File: config.mk
export PLATFORM = sky130hd
export DESIGN_NAME = pc_redirect_ctrl_flat
export DESIGN_NICKNAME = d
export VERILOG_FILES = /design/src/rtl/pc_redirect_ctrl_pkg.sv /design/src/rtl/pc_redirect_ctrl_if.sv /design/src/rtl/pc_redirect_ctrl_sat_counter.sv /design/src/rtl/pc_redirect_ctrl.sv /design/src/flat_wrapper.sv
export SDC_FILE = /design/constraint.sdc
export NUM_CORES = 1
export LEC_CHECK = 0
export BUFFER_PORTS_ARGS = -buffer_cell sky130_fd_sc_hd__clkbuf_2
export CAP_MARGIN = 5
export CELL_PAD_IN_SITES_DETAIL_PLACEMENT = 1
export CELL_PAD_IN_SITES_GLOBAL_PLACEMENT = 1
export CORE_MARGIN = 4
export CORE_UTILIZATION = 34
export CTS_BUF_LIST = sky130_fd_sc_hd__clkbuf_8
export DETAILED_ROUTE_END_ITERATION = 7
export PLACE_DENSITY_LB_ADDON = 0.12
export SLEW_MARGIN = 30
export SYNTH_ARGS = -nofsm -noshare
export SYNTH_HDL_FRONTEND = slang
export SYNTH_HIERARCHICAL = 1
export SYNTH_SLANG_ARGS = --single-unit
export TNS_END_PERCENT = 100
File: constraint.sdc
create_clock -name CLK -period 3 [get_ports CLK]
set_input_delay 0.45 -clock CLK [delete_from_list [all_inputs] [get_ports CLK]]
set_output_delay 0.45 -clock CLK [all_outputs]
set_load 0.05 [all_outputs]
File: src/rtl/pc_redirect_ctrl_pkg.sv
// Shared types for the PC redirect controller: datapath field widths,
// redirect select codes, controller states and the select priority helper.
package pc_redirect_ctrl_pkg;

    localparam int IMM_W  = 16;
    localparam int ADDR_W = 26;

    typedef enum logic [1:0] {
        NONE,
        BR,
        JMP,
        JR
    } redir_sel_t;

    typedef enum logic [1:0] {
        RUN,
        WAIT_D,
        REDIR,
        HALT
    } pcctl_state_t;

    // jr wins over j/jal, which wins over a taken branch
    function automatic redir_sel_t pick_sel(input logic jr, input logic jmp, input logic br);
        if (jr)  return JR;
        if (jmp) return JMP;
        if (br)  return BR;
        return NONE;
    endfunction

endpackage

File: src/rtl/pc_redirect_ctrl_if.sv
// PC block interface: the controller drives the next-PC selects, the hold line
// and the redirect targets; the PC block returns the current PC and PC+4.
interface pc_redirect_ctrl_if;
    import pc_redirect_ctrl_pkg::*;

    logic              source1;
    logic              source2;
    logic              source3;
    logic              ramfull;
    logic [IMM_W-1:0]  immediate;
    logic [ADDR_W-1:0] j_addr;
    logic [31:0]       jregaddr;
    logic [31:0]       imemaddr;
    logic [31:0]       returnaddr;

    modport pc (
        input  source1, source2, source3, ramfull, immediate, j_addr, jregaddr,
        output imemaddr, returnaddr
    );

    modport ctrl (
        output source1, source2, source3, ramfull, immediate, j_addr, jregaddr,
        input  imemaddr, returnaddr
    );

endinterface

File: src/rtl/pc_redirect_ctrl_sat_counter.sv
// Saturating up-counter; counts cycles where inc is high and sticks at all-ones.
module pc_redirect_ctrl_sat_counter #(
    parameter int W = 16
) (
    input  logic         CLK,
    input  logic         nRST,
    input  logic         inc,
    output logic [W-1:0] count
);

    // count up on inc, hold once every bit is set
    always_ff @(posedge CLK or negedge nRST) begin
        if (!nRST) begin
            count <= '0;
        end else if (inc && (count != '1)) begin
            count <= count + W'(1);
        end
    end

endmodule

File: src/rtl/pc_redirect_ctrl.sv
// PC redirect controller. Every redirect decision is registered, so the
// register-file -> PC mux -> imem address path is cut at the cost of one
// bubble per taken redirect. The hold line stays combinational because a
// missed fetch must freeze the PC in the same cycle.
//
//   state  | meaning
//   RUN    | fetching; plain instructions retire in one cycle
//   WAIT_D | data memory access outstanding, fetch disabled
//   REDIR  | one cycle driving the latched select and target into the PC
//   HALT   | absorbing; PC held until reset
module pc_redirect_ctrl
    import pc_redirect_ctrl_pkg::*;
#(
    parameter int STALL_CNT_W = 16
) (
    input  logic                    CLK,
    input  logic                    nRST,
    pc_redirect_ctrl_if.ctrl        pcif,
    input  logic                    ihit,
    input  logic [31:0]             instr,
    input  logic                    is_beq,
    input  logic                    is_bne,
    input  logic                    is_j,
    input  logic                    is_jal,
    input  logic                    is_jr,
    input  logic                    halt,
    input  logic                    zero,
    input  logic [31:0]             rs_data,
    input  logic                    dmem_req,
    input  logic                    dhit,
    output logic                    imemREN,
    output logic                    link_wen,
    output logic [31:0]             link_wdat,
    output logic                    halted,
    output logic [STALL_CNT_W-1:0]  stall_cnt
);

    pcctl_state_t      state;
    redir_sel_t        sel;
    logic              br_taken;
    logic              rdir;
    logic              hold;
    logic              src1_q;
    logic              src2_q;
    logic              src3_q;
    logic [IMM_W-1:0]  imm_q;
    logic [ADDR_W-1:0] jaddr_q;
    logic [31:0]       jreg_q;
    logic              unused_bits;

    // opcode bits and the current PC are not needed to make redirect decisions
    assign unused_bits = ^{instr[31:ADDR_W], pcif.imemaddr};

    // redirect decode for the instruction offered this cycle
    always_comb begin
        br_taken = (is_beq & zero) | (is_bne & ~zero);
        rdir     = is_j | is_jal | is_jr | br_taken;
        sel      = pick_sel(is_jr, is_j | is_jal, br_taken);
    end

    // PC hold per state; reset forces a hold so no partial redirect leaks out
    always_comb begin
        hold = 1'b1;
        case (state)
            RUN:     hold = ~ihit | dmem_req | rdir | halt;
            WAIT_D:  hold = ~dhit;
            REDIR:   hold = 1'b0;
            HALT:    hold = 1'b1;
            default: hold = 1'b1;
        endcase
    end

    assign pcif.ramfull   = hold | ~nRST;
    assign imemREN        = (state == RUN);
    assign pcif.source1   = src1_q;
    assign pcif.source2   = src2_q;
    assign pcif.source3   = src3_q;
    assign pcif.immediate = imm_q;
    assign pcif.j_addr    = jaddr_q;
    assign pcif.jregaddr  = jreg_q;

    // controller FSM with registered selects, targets and link write
    always_ff @(posedge CLK or negedge nRST) begin
        if (!nRST) begin
            state     <= RUN;
            src1_q    <= 1'b0;
            src2_q    <= 1'b0;
            src3_q    <= 1'b0;
            imm_q     <= '0;
            jaddr_q   <= '0;
            jreg_q    <= '0;
            link_wen  <= 1'b0;
            link_wdat <= '0;
            halted    <= 1'b0;
        end else begin
            src1_q   <= 1'b0;
            src2_q   <= 1'b0;
            src3_q   <= 1'b0;
            link_wen <= 1'b0;
            case (state)
                RUN: begin
                    if (ihit) begin
                        if (halt) begin
                            state  <= HALT;
                            halted <= 1'b1;
                        end else if (rdir) begin
                            state   <= REDIR;
                            src1_q  <= (sel == BR);
                            src2_q  <= (sel == JMP);
                            src3_q  <= (sel == JR);
                            imm_q   <= instr[IMM_W-1:0];
                            jaddr_q <= instr[ADDR_W-1:0];
                            jreg_q  <= rs_data;
                            if (is_jal && (sel == JMP)) begin
                                link_wen  <= 1'b1;
                                link_wdat <= pcif.returnaddr;
                            end
                        end else if (dmem_req) begin
                            state <= WAIT_D;
                        end
                    end
                end
                WAIT_D: begin
                    if (dhit) state <= RUN;
                end
                REDIR: begin
                    state <= RUN;
                end
                HALT: begin
                    state  <= HALT;
                    halted <= 1'b1;
                end
                default: begin
                    state <= RUN;
                end
            endcase
        end
    end

    pc_redirect_ctrl_sat_counter #(
        .W (STALL_CNT_W)
    ) u_stall_cnt (
        .CLK   (CLK),
        .nRST  (nRST),
        .inc   (pcif.ramfull),
        .count (stall_cnt)
    );

endmodule

File: src/flat_wrapper.sv
// flat-port wrapper written by rule: the top's interface ports become plain ports
module pc_redirect_ctrl_flat import pc_redirect_ctrl_pkg::*;
#(
    parameter int STALL_CNT_W = 16
)
  (CLK, nRST, ihit, instr, is_beq, is_bne, is_j, is_jal, is_jr, halt, zero, rs_data, dmem_req, dhit, imemREN, link_wen, link_wdat, halted, stall_cnt, pcif_source1, pcif_source2, pcif_source3, pcif_ramfull, pcif_immediate, pcif_j_addr, pcif_jregaddr, pcif_imemaddr, pcif_returnaddr);
  pc_redirect_ctrl_if pcif_i ();
  input  logic CLK;
  input  logic nRST;
  input  logic ihit;
  input  logic [31:0] instr;
  input  logic is_beq;
  input  logic is_bne;
  input  logic is_j;
  input  logic is_jal;
  input  logic is_jr;
  input  logic halt;
  input  logic zero;
  input  logic [31:0] rs_data;
  input  logic dmem_req;
  input  logic dhit;
  output logic imemREN;
  output logic link_wen;
  output logic [31:0] link_wdat;
  output logic halted;
  output logic [STALL_CNT_W-1:0] stall_cnt;
  output wire logic [$bits(pcif_i.source1)-1:0] pcif_source1;
  output wire logic [$bits(pcif_i.source2)-1:0] pcif_source2;
  output wire logic [$bits(pcif_i.source3)-1:0] pcif_source3;
  output wire logic [$bits(pcif_i.ramfull)-1:0] pcif_ramfull;
  output wire logic [$bits(pcif_i.immediate)-1:0] pcif_immediate;
  output wire logic [$bits(pcif_i.j_addr)-1:0] pcif_j_addr;
  output wire logic [$bits(pcif_i.jregaddr)-1:0] pcif_jregaddr;
  input wire logic [$bits(pcif_i.imemaddr)-1:0] pcif_imemaddr;
  input wire logic [$bits(pcif_i.returnaddr)-1:0] pcif_returnaddr;
  assign pcif_source1 = pcif_i.source1;
  assign pcif_source2 = pcif_i.source2;
  assign pcif_source3 = pcif_i.source3;
  assign pcif_ramfull = pcif_i.ramfull;
  assign pcif_immediate = pcif_i.immediate;
  assign pcif_j_addr = pcif_i.j_addr;
  assign pcif_jregaddr = pcif_i.jregaddr;
  assign pcif_i.imemaddr = pcif_imemaddr;
  assign pcif_i.returnaddr = pcif_returnaddr;
  pc_redirect_ctrl #(.STALL_CNT_W(STALL_CNT_W)) u_core (.CLK(CLK), .nRST(nRST), .pcif(pcif_i), .ihit(ihit), .instr(instr), .is_beq(is_beq), .is_bne(is_bne), .is_j(is_j), .is_jal(is_jal), .is_jr(is_jr), .halt(halt), .zero(zero), .rs_data(rs_data), .dmem_req(dmem_req), .dhit(dhit), .imemREN(imemREN), .link_wen(link_wen), .link_wdat(link_wdat), .halted(halted), .stall_cnt(stall_cnt));
endmodule
; ---- After elaboration in Yosys (flattened, before gate mapping)
; Cells that the tools add are included.
[word_totals]
output_inout_bits = 129
mem_bits_rw = 0
regBits = 129
mem_bits_ro = 0
latchBits = 0
memories = 0
[classes]
bitwise_logic = 15
add_sub_neg = 1
muxes = 39
div_mod_pow = 0
shifts = 0
reduce_logical = 8
n_mul = 0
eq_ne = 11
magnitude_cmp = 0
[ops]
columns = operator, count
row1 = two-way mux 1 bit, 25
row2 = two-way mux 2 bit, 11
row3 = "adder 16 x 1 -> 16 bit, second input constant", 1
row4 = "inequality test 16 bit, second input constant", 1
row5 = "equality test 2 bit, second input constant", 4
row6 = bitwise OR 1 bit, 8
row7 = case mux 2 bit (4 select lines), 1
row8 = "inequality test 2 bit, second input constant", 3
row9 = AND reduction 3 bit, 2
row10 = NOT 1 bit, 5
row11 = AND reduction 5 bit, 1
row12 = "equality test 2 x 1 -> 1 bit, second input constant", 2
row13 = "inequality test 4 x 3 -> 1 bit, second input constant", 1
row14 = case mux 1 bit (4 select lines), 1
row15 = AND reduction 4 bit, 1
row16 = AND 1 bit, 2
row17 = logical AND 1 bit, 2
row18 = zero test 2 bit, 1
row19 = case mux 1 bit (2 select lines), 1
row20 = nonzero test 2 bit, 1

; ---- Depth between registers and ports, before layout
; Gate-level depths: netlist of the first run.
[logic_depth]
word_depth = 16
mapped_depth = 8

; ---- By module
; Netlist of the first run, hierarchy kept.
[by_module_without_submodules]
columns = module, n_inst, seq_area_each_um2, area_per_inst_um2, cells_per_inst
row1 = pc_redirect_ctrl, 1, 2427.3, 3812.4, 238
row2 = pc_redirect_ctrl_sat_counter, 1, 400.4, 782.0, 72

; ---- Worst setup path after synthesis of the first run
; Ideal clock, no wire load.
[synth_path]
path_type = in2reg
start = input ihit
end = register u_core.u_stall_cnt.count[13]
stages = 8
setup_ps = 143
slack_ps = -31
arrival_ps = 2888
cell_sequence = or4b_1 -> buf_2 -> nor3b_1 -> a32oi_1 -> nand4_1 -> nor4_1 -> nand3_1 -> xnor2_1
[synth_via]
elab_chain_cells = 7
[synth_rtl]
columns = item, line
row1 = "start, declared", flat_wrapper.sv:10  ; input logic ihit;
row2 = NOT 1 bit, pc_redirect_ctrl.sv:65  ; RUN: hold = ~ihit | dmem_req | rdir | halt;
row3 = bitwise OR 1 bit (3 in a row), pc_redirect_ctrl.sv:65
row4 = case mux 1 bit (4 select lines), pc_redirect_ctrl.sv:64  ; case (state)
row5 = bitwise OR 1 bit, pc_redirect_ctrl.sv:73  ; assign pcif.ramfull = hold | ~nRST;
row6 = named net pcif_ramfull, flat_wrapper.sv:30  ; output wire logic [$bits(pcif_i.ramfull)-1:0] pcif_ramfull;
row7 = logical AND 1 bit, pc_redirect_ctrl_sat_counter.sv:15  ; end else if (inc && (count != '1)) begin
row8 = "end signal, assigned", pc_redirect_ctrl_sat_counter.sv:16  ; count <= count + W'(1);
row9 = "end, declared", pc_redirect_ctrl_sat_counter.sv:8  ; output logic [W-1:0] count
; The timed path passes the listed nets, and every way through them passes these cells.
; A chain may end at the register's enable or synchronous reset.

; ---- Final worst setup path of the first run
[layout_path]
start = register u_core.state[1]
end = output pcif_ramfull
[layout_via]
elab_chain_cells = 3
elab_cells_between_ends = 6
classes_between = eq/ne: 3 / mux: 1 / bitwise: 1 / reduce/logical: 1
[layout_rtl]
columns = item, line
row1 = "start, declared", pc_redirect_ctrl.sv:38  ; pcctl_state_t state;
row2 = "start signal, assigned", pc_redirect_ctrl.sv:85  ; state <= RUN;
row3 = "start signal, assigned", pc_redirect_ctrl.sv:104  ; state <= HALT;
row4 = "start signal, assigned", pc_redirect_ctrl.sv:107  ; state <= REDIR;
row5 = "equality test 2 bit, or another cell as far along", pc_redirect_ctrl.sv:64
row6 = case mux 1 bit (4 select lines) *, pc_redirect_ctrl.sv:64
row7 = bitwise OR 1 bit *, pc_redirect_ctrl.sv:73
row8 = "end, declared", flat_wrapper.sv:30
; Mark *: on every way between the ends. The rest lies on a longest branch, timed or not.

==> summary.txt, run 1 <==
Core area = 13200 µm²
Gr usage total = 16.4%
Max incr delay on CP = 0.58 ns
Sequential element share of the synthesized area = 61.5%
Hold WC Path Type = in -> reg
Netlist cell types = 34
Antenna fix cells = 0
Max-cap check violation count = 0
Antenna-violating nets left = 0
Die area = 15400 µm²
Fin. Hold Viols = 0
Die width = 124 µm
Clock Latency Late Sink = 0.42 ns
RSZ-0062 raised after global routing = no
Final setup violation count = 0
Top post-synthesis cells by area = dfrtp_1 (62%), mux2_2 (21%), buf_4 (2.8%)
Via/cell ratio = 4.61
I/O pin cnt = 269
Clock transition at path regs = 0.06 ns
Antenna violations before repair = 0
Outcome = finished, final reports clean
Tmin final = 2.72 ns
CTS H-tree lvls = 4
Post-Syn Instances = 310
Data required time of the worst path = 2.55 ns
Residual DRC = 0
Mean Syn Cell Area = 14.8 µm²
Synth-to-Final Area Change = 36.4%
Clk_skew = 0.00900 ns
Synthesized flop and latch total = 113
RD Place Congestion = 0.775
Floorplan row count = 42
Startpoint types = flop
Die Ht = 124 µm
CP max FO = 8
Clock Root Buffer = clkbuf_8
Post-synth ARST share = 100%
Vias = 3364
CP Capture Type = output port
CTS sink count = 113
Drt pass-1 iters = 4
TritonCTS Buffers = 17
Delay-heaviest family, CP = simple AND/OR/NAND/NOR gates
Measured slew at the worst slew-check pin = 0.727 ns
First-pass GRT wire length = 19900 µm
WP data arrival = 2.27 ns
Ys flop type = dfrtp_1
Slew Limit Fails = 0
I/O Buffers = 230
Vias in the first global route = 3639
Relative slew slack = 51.5%
Max Clock Freq = 368 MHz
Final worst-path cycle share = 90.5%
Synth top area share = 61.5%
CP Class = reg -> out
Cell Chain, Critical Path = or4b_1 -> nor3b_1 -> a32oi_2 -> clkbuf_2
Detailed Place HPWL = 9740 µm
Slowest-stage cell, CP = or4b_1
Initial Util = 34.7%
Share of layout cells above drive strength 1 = 65.3%
Initial DRC Count = 108
Post-synth top cells = dfrtp_1 (113), mux2_2 (86), buf_4 (17)
Pin count of the biggest net entering global routing = 59
Final #Nets = 683
Routed WL = 12400 µm
Syn Std Cell Area = 4590 µm²
Clock Path Buffers = 2
Yosys top cell by area = dfrtp_1
Post-CTS Setup Bufs = 0
Synth Net Count = 451
Most frequent cell after synthesis = dfrtp_1
Final setup TNS = 0 ns
Post-synth EDFFs = 0
Ys Warns = 6
Routed wire per std cell = 17.0 µm
WP buf/inv = 1
GR Overflow Total = 0
CTS tree = done
==> kinds of logic (layout without fill, tap and decap cells) <==
kind of cell,after synthesis,in the layout,synth area share [%]
and+or+nand+nor,46,46,6.21
AOI/OAI and AO/OA,14,14,1.80
adders and majority gates,1,1,0.272
buffers and inverters,30,274,4.79
DFF,113,113,61.5
muxes,95,95,23.3
xor gates and xnor gates,11,11,2.10
==> registers in the layout, indices dropped and copies added (netlist names) <==
signal / flops
u_core/halted: 1
u_core/link_wdat: 32
u_core/link_wen: 1
u_core/pcif.immediate: 15
u_core/pcif.j_addr: 11
u_core/pcif.jregaddr: 32
u_core/pcif.source1: 1
u_core/pcif.source2: 1
u_core/pcif.source3: 1
u_core/state: 2
u_core/u_stall_cnt/count: 16
==> metal layers <==
layer	routed length, µm	global-route usage (%)	vias to the layer above
met5	0	0	-
met4	265	6.77	0
met3	682	5.33	19
met2	6260	27.6	142
met1	5190	19.3	1658
li1	-	-	1545
==> worst reg2reg max path: cells and delay by family (launching register included) <==
family	cells	cell delay [ns]
AND/OR/NAND/NOR	4	1.18
flip-flops	1	0.45
AO/OA/AOI/OAI	1	0.26
multiplexers	1	0.26
==> cells in the final DEF, fill, tap and decap left out, types with 2 or more instances in the layout <==
cell type / n
clkbuf_2: 229
dfrtp_1: 113
mux2_2: 86
clkbuf_8: 20
buf_4: 10
nor2_1: 8
nand4_1: 7
xnor2_1: 7
nand3_1: 6
nand2_1: 5
mux2_1: 5
o21ai_0: 5
clkinv_2: 4
inv_1: 4
nor3_1: 4
a21oi_1: 4
xor2_1: 4
and3_1: 4
bufinv_16: 3
mux2i_1: 3
clkinvlp_4: 2
or4b_1: 2
nor4b_1: 2
a31oi_1: 2
==> metrics by stage <==
step / hold WS (ns) / util, % / setup slack, ns / cells / instance area, µm²
floorplan: 0.154 / - / 0.405 / 310 / 4600
global placement: 0.261 / 44.1 / 0.624 / 698 / 5840
detailed placement: 0.263 / 44.1 / 0.664 / 698 / 5840
CTS: 0.210 / 47.3 / 0.235 / 730 / 6260
global route: 0.216 / 47.3 / 0.0961 / 730 / 6260
finish: 0.254 / 47.3 / 0.285 / 730 / 6260
==> layout make-up <==
type | instances | area (µm²)
Tap cell | 176 | 220
Multi-Input combinational cell | 167 | 1560
Inverter | 3 | 11.3
Fill cell | 1478 | 6980
Timing Repair Buffer | 240 | 1230
Sequential cell | 113 | 2830
Clock buffer | 20 | 275
Clock inverter | 11 | 138
==> repair_timing <==
| item | 4_1_cts | 5_1_grt |
|---|---|---|
| resized for setup | 0 | 0 |
| hold buffers | 1 | 0 |
| endpoints found under the hold margin | 3 | 0 |
==> final timing paths <==
| kind | cells after the start | slack [ns] | end | startpoint |
|---|---|---|---|---|
| worst max-delay path | 4 | 0.28 | pcif_ramfull | u_core/state[1]$_DFFE_PN0P_ |
| worst min-delay path | 2 | 0.25 | u_core/link_wdat[13]$_DFFE_PN0P_ | pcif_returnaddr[13] |
| worst max register to register | 6 | 0.75 | u_core/u_stall_cnt/count[12]$_DFFE_PN0P_ | u_core/state[1]$_DFFE_PN0P_ |
| worst min register to register | 1 | 0.48 | u_core/link_wdat[25]$_DFFE_PN0P_ | u_core/link_wdat[25]$_DFFE_PN0P_ |
| max in group asynchronous | 4 | 0.93 | u_core/pcif.source1$_DFF_PN0_ | nRST |
| min in group asynchronous | 2 | 0.47 | u_core/state[0]$_DFFE_PN0P_ | nRST |
Power of run 1 is not shown: default switching activity piles up to over one toggle a cycle in this logic, so the estimate is an artifact.
==> run 2, diff against run 1 <==
ABC_AREA = 1   (was unset)
CORE_UTILIZATION = 32   (was 34)
RECOVER_POWER = 50   (was unset)
==> summary.txt, run 2 <==
Outcome = finished, final reports clean (unchanged)
Worst path depth = 7 (was 4)
Max incr delay on CP = 0.42 ns (was 0.58 ns)
Post-CTS Setup Bufs = 0 (unchanged)
Vias = 4808 (was 3364)
Synth Net Count = 766 (was 451)
Die Ht = 134 µm (was 124 µm)
Data required time of the worst path = 2.55 ns (about the same)
Clock Latency Late Sink = 0.43 ns (was 0.42 ns)
WP buf/inv = 1 (unchanged)
Final worst-path cycle share = 85.6% (was 90.5%)
Clock Path Buffers = 2 (unchanged)
GR Overflow Total = 0 (unchanged)
CP Class = reg -> out (unchanged)
FILL cells = 2046 (was 1478)
Pin count of the biggest net entering global routing = 60 (was 59)
Yosys top cell by area = dfrtp_1 (unchanged)
RR Endpoint = u_core/link_wdat[29]$_DFFE_PN0P_ (was u_core/u_stall_cnt/count[12]$_DFFE_PN0P_)
Synth top area share = 55.5% (was 61.5%)
Floorplan row count = 45 (was 42)
I/O pin cnt = 269 (unchanged)
Slowest-stage cell, CP = dfrtp_1 (was or4b_1)
Initial DRC Count = 140 (was 108)
WP data arrival = 2.12 ns (was 2.27 ns)
RD Place Congestion = 0.769 (was 0.775)
Commonest non-fill, non-tap cells in the layout = nand2_1 (302), clkbuf_2 (145), dfrtp_1 (113) (was clkbuf_2 (229), dfrtp_1 (113), mux2_2 (86))
Antenna-violating nets left = 0 (unchanged)
Worst R2R Start = u_core/state[1]$_DFFE_PN0P_ (unchanged)
R2r setup slk = 0.97 ns (was 0.75 ns)
Post-synth ARST share = 100% (unchanged)
RSZ-0062 raised after global routing = no (unchanged)
Ys Warns = 6 (unchanged)
Synth-to-Final Area Change = 29.4% (was 36.4%)
Final #Nets = 982 (was 683)
Via/cell ratio = 4.51 (was 4.61)
Cell Chain, Critical Path = nor2_1 -> nand2_1 -> nor2_1 -> nand3_1 -> o21ai_0 -> nand2_1 -> clkbuf_2 (was or4b_1 -> nor3b_1 -> a32oi_2 -> clkbuf_2)
First-pass GRT wire length = 26200 µm (was 19900 µm)
Tmin final = 2.57 ns (was 2.72 ns)
CTS sink count = 113 (unchanged)
Power consumption = 8.82 mW
Share of layout cells above drive strength 1 = 23.7% (was 65.3%)
Hold WC Path Type = in -> reg (unchanged)
Post-synth EDFFs = 0 (unchanged)
Relative slew slack = 1.92% (was 51.5%)
Mean Syn Cell Area = 8.15 µm² (was 14.8 µm²)
CP Capture Type = output port (unchanged)
Ys flop type = dfrtp_1 (unchanged)
Final setup violation count = 0 (unchanged)
Vias in the first global route = 5096 (was 3639)
Gr usage total = 18.4% (was 16.4%)
Post-Syn Instances = 625 (was 310)
Crit. Startpoint = u_core/state[1]$_DFFE_PN0P_ (unchanged)
Netlist cell types = 27 (was 34)
Top post-synthesis cells by area = dfrtp_1 (55%), nand2_1 (22%), nand3_1 (7.1%) (was dfrtp_1 (62%), mux2_2 (21%), buf_4 (2.8%))
Final setup TNS = 0 ns (unchanged)
Syn Std Cell Area = 5100 µm² (was 4590 µm²)
Most frequent cell after synthesis = nand2_1 (was dfrtp_1)
Routed WL = 15800 µm (was 12400 µm)
Antenna violations before repair = 0 (unchanged)
Max-cap check violation count = 0 (unchanged)
Routed wire per std cell = 14.8 µm (was 17.0 µm)
Delay-heaviest family, CP = simple AND/OR/NAND/NOR gates (unchanged)
Measured slew at the worst slew-check pin = 1.47 ns (was 0.727 ns)
Die width = 134 µm (was 124 µm)
Detailed Place HPWL = 11600 µm (was 9740 µm)
Fin. Hold Viols = 0 (unchanged)
Power per Cell Area = 1340 nW/µm²
Max Clock Freq = 390 MHz (was 368 MHz)
CTS tree = done (unchanged)
CP max FO = 5 (was 8)
Initial Util = 33.0% (was 34.7%)
Layout Cells excl Fill = 1065 (was 730)
Slew Limit Fails = 0 (unchanged)
TritonCTS Buffers = 17 (unchanged)
Commonest non-fill, non-tap cell in the layout = nand2_1 (was clkbuf_2)
Clock transition at path regs = 0.08 ns (was 0.06 ns)
Inst Count DP = 1032 (was 698)
Worst setup endpoint = pcif_ramfull (unchanged)
Synthesized flop and latch total = 113 (unchanged)
Clock Root Buffer = clkbuf_8 (unchanged)
Peak VDD IR = 0.000685 V
LEAKAGE = 3.61 nW
Reg2Reg Depth = 8 (was 6)
Post-synth top cells = nand2_1 (302), dfrtp_1 (113), nand3_1 (72) (was dfrtp_1 (113), mux2_2 (86), buf_4 (17))
Startpoint types = flop (unchanged)
Die area = 18000 µm² (was 15400 µm²)
Core area = 15400 µm² (was 13200 µm²)
Sequential element share of the synthesized area = 55.5% (was 61.5%)
Residual DRC = 0 (unchanged)
CTS H-tree lvls = 4 (unchanged)
I/O Buffers = 230 (unchanged)
Drt pass-1 iters = 4 (unchanged)
Clk_skew = 0.00835 ns (was 0.00900 ns)
Antenna fix cells = 0 (unchanged)
## run 2: worst min path at each step
stage,from,to,slack [ns],depth (start not counted)
2_1_floorplan,nRST,u_core/halted$_DFFE_PN0P_,0.15,0
3_3_place_gp,nRST,u_core/pcif.jregaddr[15]$_DFFE_PN0P_,0.32,1
3_5_place_dp,nRST,u_core/pcif.jregaddr[15]$_DFFE_PN0P_,0.32,1
4_1_cts,pcif_returnaddr[18],u_core/link_wdat[18]$_DFFE_PN0P_,0.17,3
5_1_grt,pcif_returnaddr[10],u_core/link_wdat[10]$_DFFE_PN0P_,0.17,3
6_report,pcif_returnaddr[0],u_core/link_wdat[0]$_DFFE_PN0P_,0.21,3
## run 2: power by group
group / internal (mW) / switching, mW / total (mW) / leakage, nW
combinational: 0.794 / 3.89 / 4.69 / 1.99
sequential: 2.20 / 0.443 / 2.64 / 1.42
clock: 0.837 / 0.649 / 1.49 / 0.196
## run 2: cells by family after synthesis
kind of cell	count (synthesis)	synth area share, %
flip-flops	113	55.5
adder cells (fa/ha/maj)	1	0.245
buffers and inverters	77	8.10
XOR/XNOR	3	0.516
AO/OA/AOI/OAI	7	0.835
AND/OR/NAND/NOR	424	34.8
## run 2: repair_timing
action,in CTS,in global routing
endpoints found under the hold margin,12,0
hold buffers,1,0
gates resized for setup,0,0
## run 2: area by class of cell
type	instances	area [µm²]	area share (%)
clock inverter	14	165	2.50
inverter	36	135	2.05
tap	211	264	4.00
multi-input combinational	435	1850	28.1
sequential	113	2830	42.9
clock buffer	18	248	3.76
timing repair buffer	238	1100	16.7
## run 2: worst register-to-register path: stages (launching register included)
cell,delay (ns)
dfrtp_1,0.42
nor2_1,0.23
nand2_1,0.14
nor2_4,0.17
nand3_4,0.07
buf_4,0.25
inv_2,0.47
nand2_1,0.14
nand2_1,0.09
## run 2: metal layers
| layer | vias up | part of all wire, % | GRT usage [%] |
|---|---|---|---|
| li1 | 2354 | - | - |
| met1 | 2305 | 41 | 22.1 |
| met2 | 138 | 50 | 30.6 |
| met3 | 11 | 8.1 | 7.61 |
| met4 | 0 | 1.0 | 5.15 |
| met5 | - | 0 | 0 |
## run 2: metrics by stage
stage	utilization, %	hold slack [ns]	setup slack (ns)	instance area, µm²
global route	42.8	0.174	0.236	6600
finish	42.8	0.207	0.433	6600
detailed placement	40.8	0.316	0.864	6290
global placement	40.8	0.316	0.886	6290
floorplan	-	0.154	0.403	5100
CTS	43.5	0.171	0.470	6710
Note: power is estimated with default switching activity, not from simulation.
==> run 3, diff against run 2 <==
ABC_AREA = 0   (was 1)
CAP_MARGIN = unset   (was 5)
CORE_UTILIZATION = 34   (was 32)
==> summary.txt, run 3 (synthesized netlist as in run 1, its figures left out) <==
Outcome = finished, final reports clean (unchanged)
Initial DRC Count = 113 (was 140)
Residual DRC = 0 (unchanged)
R2r setup slk = 0.69 ns (was 0.97 ns)
RSZ-0062 raised after global routing = no (unchanged)
I/O Buffers = 230 (unchanged)
Initial Util = 34.7% (was 33.0%)
Antenna violations before repair = 0 (unchanged)
Startpoint types = flop (unchanged)
Antenna-violating nets left = 0 (unchanged)
HP Start = pcif_returnaddr[13] (was pcif_returnaddr[0])
Top sig layer = met4 (unchanged)
Die area = 15400 µm² (was 18000 µm²)
Tmin final = 2.72 ns (was 2.57 ns)
Routed wire per std cell = 17.2 µm (was 14.8 µm)
CP Class = reg -> out (unchanged)
Core area = 13200 µm² (was 15400 µm²)
Clock Path Buffers = 2 (unchanged)
WL met1 = 5290 µm (was 6440 µm)
Clk_skew = 0.00965 ns (was 0.00835 ns)
CTS H-tree lvls = 4 (unchanged)
CTS sink count = 113 (unchanged)
Die width = 124 µm (was 134 µm)
Routed WL = 12600 µm (was 15800 µm)
Detailed Place HPWL = 9740 µm (was 11600 µm)
CTS tree = done (unchanged)
Max-cap check violation count = 0 (unchanged)
Die Ht = 124 µm (was 134 µm)
Hold_ws = 0.254 ns (was 0.207 ns)
Vias in the first global route = 3639 (was 5096)
Clock Latency Late Sink = 0.42 ns (was 0.43 ns)
Fin. Hold Viols = 0 (unchanged)
Final worst-path cycle share = 90.6% (was 85.6%)
Hold WC Path Type = in -> reg (unchanged)
Final #Nets = 683 (was 982)
TritonCTS Buffers = 17 (unchanged)
Pin count of the biggest net entering global routing = 59 (was 60)
Relative slew slack = 51.4% (was 1.92%)
Data required time of the worst path = 2.55 ns (about the same)
Worst R2R Start = u_core/state[1]$_DFFE_PN0P_ (unchanged)
Metal3 WL = 732 µm (was 1270 µm)
Measured slew at the worst slew-check pin = 0.729 ns (was 1.47 ns)
FILL cells = 1519 (was 2046)
Fin area = 6110 µm² (was 6600 µm²)
Gr usage total = 16.4% (was 18.4%)
Slew Limit Fails = 0 (unchanged)
I/O pin cnt = 269 (unchanged)
Commonest non-fill, non-tap cells in the layout = clkbuf_1 (119), dfrtp_1 (113), clkbuf_2 (112) (was nand2_1 (302), clkbuf_2 (145), dfrtp_1 (113))
Final setup violation count = 0 (unchanged)
Commonest non-fill, non-tap cell in the layout = clkbuf_1 (was nand2_1)
CP Capture Type = output port (unchanged)
Share of layout cells above drive strength 1 = 43.9% (was 23.7%)
RD Place Congestion = 0.775 (was 0.769)
Via/cell ratio = 4.58 (was 4.51)
Final setup TNS = 0 ns (unchanged)
Final Util = 46.1% (was 42.8%)
Post-CTS Setup Bufs = 0 (unchanged)
Cells on Worst Hold Path = 2 (was 3)
Vias = 3347 (was 4808)
Synth-to-Final Area Change = 33.0% (was 29.4%)
Clock transition at path regs = 0.06 ns (was 0.08 ns)
Antenna fix cells = 0 (unchanged)
DR WL met2 = 6250 µm (was 7910 µm)
Reg2Reg Depth = 5 (was 8)
Clock Root Buffer = clkbuf_8 (unchanged)
CP max FO = 8 (was 5)
Area after DPL = 5840 µm² (was 6290 µm²)
RR Endpoint = u_core/pcif.j_addr[23]$_DFFE_PN0P_ (was u_core/link_wdat[29]$_DFFE_PN0P_)
Hold Path Sink = u_core/link_wdat[13]$_DFFE_PN0P_ (was u_core/link_wdat[0]$_DFFE_PN0P_)
Max Clock Freq = 368 MHz (was 390 MHz)
Drt pass-1 iters = 4 (unchanged)
WP data arrival = 2.27 ns (was 2.12 ns)
Floorplan row count = 42 (was 45)
GR Overflow Total = 0 (unchanged)
First-pass GRT wire length = 19900 µm (was 26200 µm)
==> run 3: cell count changes in the layout (fill, tap and decap cells not counted), moves of 5 or more <==
cell,delta
nand3_1,-66
clkbuf_2,-33
inv_1,-29
nand2_1,-297
mux2_2,+86
mux2_1,+5
clkbuf_1,+33
nor2_2,-6
nor2_1,-17
xnor2_1,+6
==> run 3: worst max path at each step <==
stage,start,to,slack [ns],depth (start not counted)
after floorplan,ihit,u_core/u_stall_cnt/count[13]$_DFFE_PN0P_,0.41,8
after global placement,is_jr,u_core/u_stall_cnt/count[13]$_DFFE_PN0P_,0.62,8
after detailed placement,halt,pcif_ramfull,0.66,5
after CTS,u_core/state[1]$_DFFE_PN0P_,pcif_ramfull,0.23,4
after global routing,u_core/state[1]$_DFFE_PN0P_,pcif_ramfull,0.09,4
final,u_core/state[1]$_DFFE_PN0P_,pcif_ramfull,0.28,4
==> run 3: metrics by stage <==
step / instances / setup slack [ns]
4_1_cts: 730 / 0.235
3_3_place_gp: 698 / 0.624
6_report: 730 / 0.282
3_5_place_dp: 698 / 0.664
5_1_grt: 730 / 0.0874
2_1_floorplan: 310 / 0.405
==> run 3: per-layer routing <==
layer,vias up,GRT usage [%]
li1,1543,-
met5,-,0
met4,0,6.77
met2,140,27.6
met1,1643,19.3
met3,21,5.33
==> run 3: layout make-up <==
| class | instances | area (µm²) | area share (%) |
|---|---|---|---|
| clock inverter | 11 | 138 | 2.25 |
| sequential | 113 | 2830 | 46.3 |
| timing repair buffer | 240 | 1080 | 17.6 |
| multi-input combinational | 167 | 1560 | 25.6 |
| tap | 176 | 220 | 3.60 |
| clock buffer | 20 | 275 | 4.50 |
| inverter | 3 | 11.3 | 0.184 |
==> run 3: worst max-delay path, cell delays in order (launching register included) <==
cell	delay, ns
dfrtp_1	0.45
or4b_1	0.58
nor3b_1	0.26
a32oi_2	0.26
clkbuf_2	0.31
==> run 3: repair_timing <==
item                       in CTS  in global routing
hold buffers                    1                  0
resized for setup               0                  0
hold endpoints to repair        3                  0
setup endpoints to repair       0                  0
Power of run 3 is left out for the same reason.
